### src/rtl/mem_ctrl.sv
// mem_ctrl: EX/MEM data-memory access controller issuing one bus transaction per load/store.
// Optional MEM_ALIGN_CHECK_EN traps misaligned halfword/word accesses without touching the bus.
//
// state | meaning
// IDLE  | pass writeback through; latch a valid op and stall
// REQ   | bus request held stable until ack
// DONE  | one writeback cycle, never relaunches
module mem_ctrl #(
  parameter int ADDR_WIDTH  = 32,
  parameter int DATA_WIDTH  = 32,
  parameter int RADDR_WIDTH = 5,
  parameter int RDATA_WIDTH = 32
) (
  input  logic                   clk_i,
  input  logic                   rst_i,
  input  logic [RADDR_WIDTH-1:0] reg_waddr_i,
  input  logic                   reg_we_i,
  input  logic [RDATA_WIDTH-1:0] reg_wdata_i,
  input  logic                   mem_we_i,
  input  logic [ADDR_WIDTH-1:0]  mem_addr_i,
  input  logic [DATA_WIDTH-1:0]  mem_data_i,
  input  logic [3:0]             mem_op_i,
  output logic [RADDR_WIDTH-1:0] reg_waddr_o,
  output logic                   reg_we_o,
  output logic [RDATA_WIDTH-1:0] reg_wdata_o,
  output logic                   stall_req_o,
  output logic                   bus_req_o,
  output logic                   bus_we_o,
  output logic [ADDR_WIDTH-1:0]  bus_addr_o,
  output logic [DATA_WIDTH-1:0]  bus_wdata_o,
  output logic [3:0]             bus_sel_o,
  input  logic                   bus_ack_i,
  input  logic [DATA_WIDTH-1:0]  bus_rdata_i,
  output logic                   misalign_o
);

  localparam logic [3:0] OP_LB  = 4'd1;
  localparam logic [3:0] OP_LH  = 4'd2;
  localparam logic [3:0] OP_LW  = 4'd3;
  localparam logic [3:0] OP_LBU = 4'd4;
  localparam logic [3:0] OP_LHU = 4'd5;
  localparam logic [3:0] OP_SB  = 4'd6;
  localparam logic [3:0] OP_SH  = 4'd7;
  localparam logic [3:0] OP_SW  = 4'd8;

  typedef enum logic [1:0] {S_IDLE, S_REQ, S_DONE} state_e;

  state_e                 state;
  logic [3:0]             op_q;
  logic [1:0]             addr_lo_q;
  logic [RADDR_WIDTH-1:0] waddr_q;
  logic                   we_q;
  logic [RDATA_WIDTH-1:0] rdata_q;
  logic                   op_valid;
  logic                   op_misaligned;
  logic                   unused_mem_we;

  function automatic logic is_load(input logic [3:0] op);
    is_load = (op >= OP_LB) && (op <= OP_LHU);
  endfunction

  function automatic logic is_store(input logic [3:0] op);
    is_store = (op >= OP_SB) && (op <= OP_SW);
  endfunction

  function automatic logic [3:0] lane_sel(input logic [3:0] op, input logic [1:0] a);
    case (op)
      OP_SB:   lane_sel = 4'b0001 << a;
      OP_SH:   lane_sel = a[1] ? 4'b1100 : 4'b0011;
      default: lane_sel = 4'b1111;
    endcase
  endfunction

  function automatic logic [DATA_WIDTH-1:0] store_data(input logic [3:0] op,
                                                       input logic [DATA_WIDTH-1:0] d);
    case (op)
      OP_SB:   store_data = {4{d[7:0]}};
      OP_SH:   store_data = {2{d[15:0]}};
      default: store_data = d;
    endcase
  endfunction

  function automatic logic [DATA_WIDTH-1:0] load_fmt(input logic [3:0] op, input logic [1:0] a,
                                                     input logic [DATA_WIDTH-1:0] d);
    logic [7:0]  b;
    logic [15:0] h;
    b = d[{a, 3'b000} +: 8];
    h = a[1] ? d[31:16] : d[15:0];
    case (op)
      OP_LB:   load_fmt = {{(DATA_WIDTH-8){b[7]}}, b};
      OP_LBU:  load_fmt = {{(DATA_WIDTH-8){1'b0}}, b};
      OP_LH:   load_fmt = {{(DATA_WIDTH-16){h[15]}}, h};
      OP_LHU:  load_fmt = {{(DATA_WIDTH-16){1'b0}}, h};
      default: load_fmt = d;
    endcase
  endfunction

  // Bus direction comes from the opcode; the EX/MEM write flag is redundant with it.
  assign unused_mem_we = mem_we_i;
  assign op_valid      = is_load(mem_op_i) || is_store(mem_op_i);

`ifdef MEM_ALIGN_CHECK_EN
  assign op_misaligned =
    (((mem_op_i == OP_LH) || (mem_op_i == OP_LHU) || (mem_op_i == OP_SH)) && mem_addr_i[0]) ||
    (((mem_op_i == OP_LW) || (mem_op_i == OP_SW)) && (mem_addr_i[1:0] != 2'b00));
`else
  assign op_misaligned = 1'b0;
`endif

  always_ff @(posedge clk_i) begin
    if (rst_i) begin
      state       <= S_IDLE;
      op_q        <= '0;
      addr_lo_q   <= '0;
      waddr_q     <= '0;
      we_q        <= 1'b0;
      rdata_q     <= '0;
      bus_req_o   <= 1'b0;
      bus_we_o    <= 1'b0;
      bus_addr_o  <= '0;
      bus_wdata_o <= '0;
      bus_sel_o   <= '0;
      misalign_o  <= 1'b0;
    end else begin
      misalign_o <= 1'b0;
      case (state)
        S_IDLE: begin
          if (op_valid) begin
            op_q      <= mem_op_i;
            addr_lo_q <= mem_addr_i[1:0];
            waddr_q   <= reg_waddr_i;
            we_q      <= reg_we_i;
            rdata_q   <= '0;
            if (op_misaligned) begin
              state      <= S_DONE;
              misalign_o <= 1'b1;
            end else begin
              state       <= S_REQ;
              bus_req_o   <= 1'b1;
              bus_we_o    <= is_store(mem_op_i);
              bus_addr_o  <= {mem_addr_i[ADDR_WIDTH-1:2], 2'b00};
              bus_sel_o   <= lane_sel(mem_op_i, mem_addr_i[1:0]);
              bus_wdata_o <= store_data(mem_op_i, mem_data_i);
            end
          end
        end
        S_REQ: begin
          if (bus_ack_i) begin
            state     <= S_DONE;
            bus_req_o <= 1'b0;
            if (is_load(op_q)) rdata_q <= load_fmt(op_q, addr_lo_q, bus_rdata_i);
          end
        end
        S_DONE:  state <= S_IDLE;
        default: state <= S_IDLE;
      endcase
    end
  end

  // Stall must rise in the same cycle the op appears so EX/MEM holds it.
  always_comb begin
    stall_req_o = 1'b0;
    reg_waddr_o = reg_waddr_i;
    reg_wdata_o = reg_wdata_i;
    reg_we_o    = reg_we_i;
    case (state)
      S_IDLE: begin
        if (op_valid) begin
          stall_req_o = 1'b1;
          reg_we_o    = 1'b0;
        end
      end
      S_REQ: begin
        stall_req_o = 1'b1;
        reg_we_o    = 1'b0;
      end
      S_DONE: begin
        reg_waddr_o = waddr_q;
        reg_wdata_o = rdata_q;
        reg_we_o    = we_q && is_load(op_q) && !misalign_o;
      end
      default: begin
        stall_req_o = 1'b0;
      end
    endcase
  end

endmodule

### config.mk
export PLATFORM = sky130hd
export DESIGN_NAME = mem_ctrl
export DESIGN_NICKNAME = d
export VERILOG_FILES = /design/src/rtl/mem_ctrl.sv
export SDC_FILE = /design/constraint.sdc
export NUM_CORES = 1
export LEC_CHECK = 0
export ABC_AREA = 1
export CORE_MARGIN = 3
export CORE_UTILIZATION = 39
export CTS_BUF_LIST = sky130_fd_sc_hd__clkbuf_16
export DETAILED_ROUTE_END_ITERATION = 10
export PLACE_DENSITY = 0.78
export RECOVER_POWER = 25
export SYNTH_ARGS = -nofsm -noshare
export SYNTH_HDL_FRONTEND = slang
export SYNTH_SLANG_ARGS = --single-unit
### constraint.sdc
create_clock -name clk_i -period 1.5 [get_ports clk_i]
set_clock_uncertainty 0.05 [all_clocks]
set_input_delay 0.3 -clock clk_i [delete_from_list [all_inputs] [get_ports clk_i]]
set_output_delay 0.3 -clock clk_i [all_outputs]
set_load 0.1 [all_outputs]
# After elaboration in Yosys (flattened, before gate mapping)
# Index checks and enable logic that the tools add are counted.
[classes]
magnitude_cmp = 6
eq_ne = 11
n_shift = 2
n_mux = 21
reduce_logical = 11
[op_table]
columns = ["cell", "n"]
rows = [
  ["32-bit two-way mux", 4],
  ["32-bit one-hot mux with 2 select lines", 2],
  ["32-bit one-hot mux with 4 select lines", 1],
  ["32-bit by 6-bit variable part select with 8-bit output", 1],
  ["4-bit by 3-bit == test with 1-bit output (second input constant)", 4],
  ["16-bit two-way mux", 1],
  ["4-bit by 1-bit greater-or-equal comparator with 1-bit output (second input constant)", 2],
  ["4-bit by 3-bit less-or-equal comparator with 1-bit output (second input constant)", 2],
  ["4-bit one-hot mux with 2 select lines", 1],
  ["2-bit != test (second input constant)", 3],
  ["5-bit two-way mux", 1],
  ["4-bit by 1-bit == test with 1-bit output (second input constant)", 1],
  ["4-bit by 2-bit == test with 1-bit output (second input constant)", 1],
  ["4-bit by 3-bit greater-or-equal comparator with 1-bit output (second input constant)", 1],
  ["4-bit less-or-equal comparator (second input constant)", 1],
  ["1-bit logical AND", 4],
  ["1-bit two-way mux", 4],
  ["2-bit two-way mux", 2],
  ["4-bit two-way mux", 1],
  ["1-bit one-hot mux with 2 select lines", 2],
  ["2-bit one-hot mux with 2 select lines", 1],
  ["2-bit AND reduction", 2],
  ["4-bit AND reduction", 1],
  ["1-bit by 2-bit << shifter with 4-bit output (first input constant)", 1],
  ["7 further kinds", 7],
]
[totals]
register_bits = 114
inputBits = 142
wordCells = 62

# Depth between registers and ports, before layout
[depth]
depth_word = 5
ltp_mapped = 12
mapped_depth_nobuf = 11

# Worst setup path before layout
# OpenSTA, ideal clock, no wires.
[synth_timing]
path_kind = "input-to-output"
from = "input mem_op_i[0]"
to = "output reg_we_o"
arrival_time_ns = 3.262
setup_slack_ns = -2.112
path_stages = 5
path_cell_list = "nor2_1 -> nand3_1 -> nand3_2 -> nand2_2 -> o21ai_0"
[synth_between]
elab_chain_len = 5
word_cells_on_any_way = 9
classes_between = "order compare (4); mux (2); reduce/logical (3)"
[synth_rtl]
columns = ["item", "line", "rtl"]
rows = [
  ["from (decl)", "22", "input logic [3:0] mem_op_i,"],
  ["4-bit by 1-bit greater-or-equal comparator with 1-bit output, or another cell as far along", "59", "is_load = (op >= OP_LB) && (op <= OP_LHU);"],
  ["1-bit logical AND (on tied branches)", "59, 63", ""],
  ["1-bit logical OR *", "100", "assign op_valid = is_load(mem_op_i) || is_store(mem_op_i);"],
  ["1-bit two-way mux *", "168", "if (op_valid) begin"],
  ["1-bit one-hot mux with 3 select lines *", "166", "case (state)"],
  ["to (decl)", "24", "output logic reg_we_o,"],
]
# Mark *: on every way between the ends. The rest lies on a longest branch, timed or not.

# Worst setup path in the final report
[layout_timing]
from = "register state[1]"
to = "output reg_wdata_o[9]"
[layout_between]
elab_chain_len = 2
[layout_rtl]
columns = ["item", "line", "rtl"]
rows = [
  ["from (decl)", "48", "state_e state;"],
  ["from (signal assigned)", "112", "state <= S_IDLE;"],
  ["from (signal assigned)", "135", "state <= S_DONE;"],
  ["from (signal assigned)", "138", "state <= S_REQ;"],
  ["2-bit == test", "166", ""],
  ["32-bit two-way mux", "166", ""],
  ["to (decl)", "25", "output logic [RDATA_WIDTH-1:0] reg_wdata_o,"],
]
# No other way between the ends.

==> results by group <==
Final layout
  • Layout Nets: 1393
  • Fin util: 84.2%
  • Fillers: ~740
  • FF+latch area: 2290 sq um
  • Share of layout cells above drive strength 1: 35.7%
  • Final Instance Area: about 12000 sq um
  • Area of the multi-input gates: 4220 sq um
  • Final Non-Filler Cells: 1449
  • P&R area growth vs syn: 109%

Yosys
  • Yosys warns: 0
  • Yosys cell types: 26
  • Cells after Synth: between 900 and 1k
  • Post-Syn Area per Cell: 6.29 sq um
  • Sequential-to-total area share from yosys stat: 38.7%
  • Netlist Area Pre-Place: 5900 sq um
  • Register bit count reported by yosys: 114

Placed design
  • Post-DP Area: around 11000 sq um
  • GP Congestion: 0.907
  • Pre-CTS setup slack: -575 ps
  • Inst Count DP: 1385
  • Hpwl dp: approximately 17000 um
  • PortBufs: 247

Setup path
  • Crit end category: primary output
  • Critical path startpoint category: flip-flop
  • CP max FO: 28
  • Most used cell, CP: buf_12
  • Data required, critical path: approximately 1200 ps
  • Slowest stage delay, CP: 340 ps
  • Critical Path AT: 1700 ps
  • Crit path cell chain: inv_2 -> nor2_4 -> clkinv_4 -> buf_12 -> nand2_2 -> nand2_8 -> buf_12
  • Slowest CP cell: dfxtp_2
  • Worst setup path category: flip-flop to primary output

Timing
  • Max Slew Vio Count: 0
  • Fmax: 488 MHz
  • Slew @ Worst Pin: 497 ps
  • Final min period: 2050 ps
  • Fin crit share: 137%
  • RSZ-0062 raised after global routing: true
  • Hold Violations, Final: 0
  • Final setup vio count: 151
  • Final worst slack: -549 ps
  • Total negative setup slack: -47000 ps
  • Slew headroom: 66.8%

Route
  • Final ANT Viol Nets: 0
  • Drt first pass iters: 5
  • Via density: between 5 and 6
  • DRC Markers: 0
  • DR vias: between 8k and 9k
  • Drt first-iter violations: 802
  • Drt wl/cell: around 22 um
  • Routed WL: 31600 um

Run status
  • Failing checks: negative setup slack
  • Status: complete, but fails checks

Die
  • Row cnt: 44
  • Initial Util: 40.3%
  • Core Area: 14600 sq um
  • Area of the die: between 15000 and 20000 sq um
  • Die width: 129 um
  • Io pins: about 250
  • Die extent in y: 129 um

Global routing
  • Global-route wire length before repair: 42600 um
  • Grt ovf: 0
  • Initial antenna violation count: 1
  • Pin count of the biggest net entering global routing: 86
  • Number of global-route vias before repair: roughly 8.2k
  • Gr usage total: 32.8%

Clock network
  • Clock Path Buffers: 2
  • Hold buffer count at CTS: 0
  • CTS HTree Levels: 4
  • Worst skew pair latency: 430 ps
  • Num CTS Buffers: 17
  • Clock sink count: 114
  • Reg clk slew, reported paths: 60 ps
  • CTS tree: done
  • Clock Tree Root: clkbuf_16

Power
  • Peak supply drop: 1.14 mV
  • Leak pwr: approximately 5 nW
  • PD cells: 1140 nW/um^2

Min path
  • Min-Delay Path Class: primary input to flip-flop

Job
  • Max Cap Violations: 0
[timing repair]
item	4_1_cts	5_1_grt
pin swaps	11	18
gates resized for setup	103	119
cloned	15	3
setup buffers	7	9
setup endpoints to repair	141	152
[worst max-delay path: cells and delay by family (launching register included)]
kind	cells	cell delay (ps)
buffers and inverters	4	520
AND/OR/NAND/NOR	3	380
flip-flops	1	340
[flip-flops by register name, summed over array words and instances (netlist names)]
register and cells:
addr_lo_q 2, bus_req_o 1, op_q 4, state 2
waddr_q 5, rdata_q 32, bus_wdata_o 32, we_q 1
bus_sel_o 4, bus_addr_o 30, bus_we_o 1
[cell type report]
type	count	area share, %
Sequential cell	114	18.6
Multi-Input combinational cell	709	34.2
Tap cell	184	1.87
Antenna cell	1	0.0203
Timing Repair Buffer	357	38.5
Inverter	52	1.72
Clock buffer	17	3.45
Clock inverter	15	1.69
[layer usage]
metal | GRT usage [%] | routed length, um
met5 | 0 | 0
met4 | 16.1 | 2010
met3 | 11.0 | 3380
met2 | 57.5 | 15400
met1 | 35.2 | 10800
[metrics by stage]
step	hold slack, ps	power, mW
3_3_place_gp	401	8.58
6_report	231	14.1
4_1_cts	223	13.6
2_1_floorplan	385	6.62
5_1_grt	223	14.4
3_5_place_dp	405	8.64
[kinds of logic after synthesis]
| group | synth area share (%) |
|---|---|
| AND/OR/NAND/NOR | 33.9 |
| buffers and inverters | 9.12 |
| flip-flops | 38.7 |
| AO/OA/AOI/OAI | 18.2 |
| other | 0.0636 |
[cell usage in the layout, fill, tap and decap left out, types with 3 or more instances in the layout]
cell             count
nand2_1            272
clkdlybuf4s50_1    137
buf_12             109
dfxtp_1            107
buf_4               80
a21oi_1             72
nand2_2             60
nor2_1              52
nand3_1             43
inv_1               42
o21ai_0             42
nand2_8             31
a21oi_2             31
a31oi_1             22
clkbuf_16           20
o21ai_1             18
nor2_4              12
nand2_4             12
buf_16              12
nor2_2              10
o21ai_2              9
buf_6                9
inv_2                8
o21ai_4              7
dfxtp_2              7
clkinvlp_4           5
clkinv_4             4
bufinv_16            4
buf_8                4
nand3_4              3
a21oi_4              3
conb_1               3
[report_power, final]
part           total [mW]  internal (mW)  switching, mW
logic                6.03           2.35           3.69
clock network        4.47           2.79           1.67
registers            3.57           3.31          0.260
total                14.1           8.45           5.62
[cells in the mapped netlist]
cell / number / area [sq um]
a211oi_1: 1 / 7.51
a21oi_1: 106 / 531
a31oi_1: 24 / 150
buf_1: 1 / 3.75
buf_2: 19 / 95.1
buf_4: 15 / 113
buf_6: 3 / 33.8
clkbuf_1: 26 / 97.6
clkinv_1: 1 / 3.75
conb_1: 1 / 3.75
dfxtp_1: 114 / 2280
inv_1: 43 / 161
inv_2: 8 / 30.0
nand2_1: 371 / 1390
nand2_2: 3 / 18.8
nand2_4: 1 / 11.3
nand3_1: 44 / 220
nand3_2: 3 / 30.0
nand3_4: 1 / 17.5
nor2_1: 68 / 255
nor2_2: 4 / 25.0
nor2_4: 2 / 22.5
nor3_1: 1 / 5.00
o21ai_0: 65 / 325
o21ai_1: 11 / 55.1
o22ai_1: 1 / 6.26
[path summary, 6_finish.rpt]
check | from | endpoint | slack (ps) | cells past startpoint
max | state[1]$_SDFFE_PP0P_ | reg_wdata_o[9] | -550 | 7
min | rst_i | waddr_q[4]$_SDFFE_PP0P_ | 230 | 4
max reg2reg | state[1]$_SDFFE_PP0P_ | rdata_q[2]$_SDFFE_PP0P_ | -410 | 11
min reg2reg | rdata_q[17]$_SDFFE_PP0P_ | rdata_q[17]$_SDFFE_PP0P_ | 410 | 2
No activity file was read; power rests on OpenSTA's default activity.
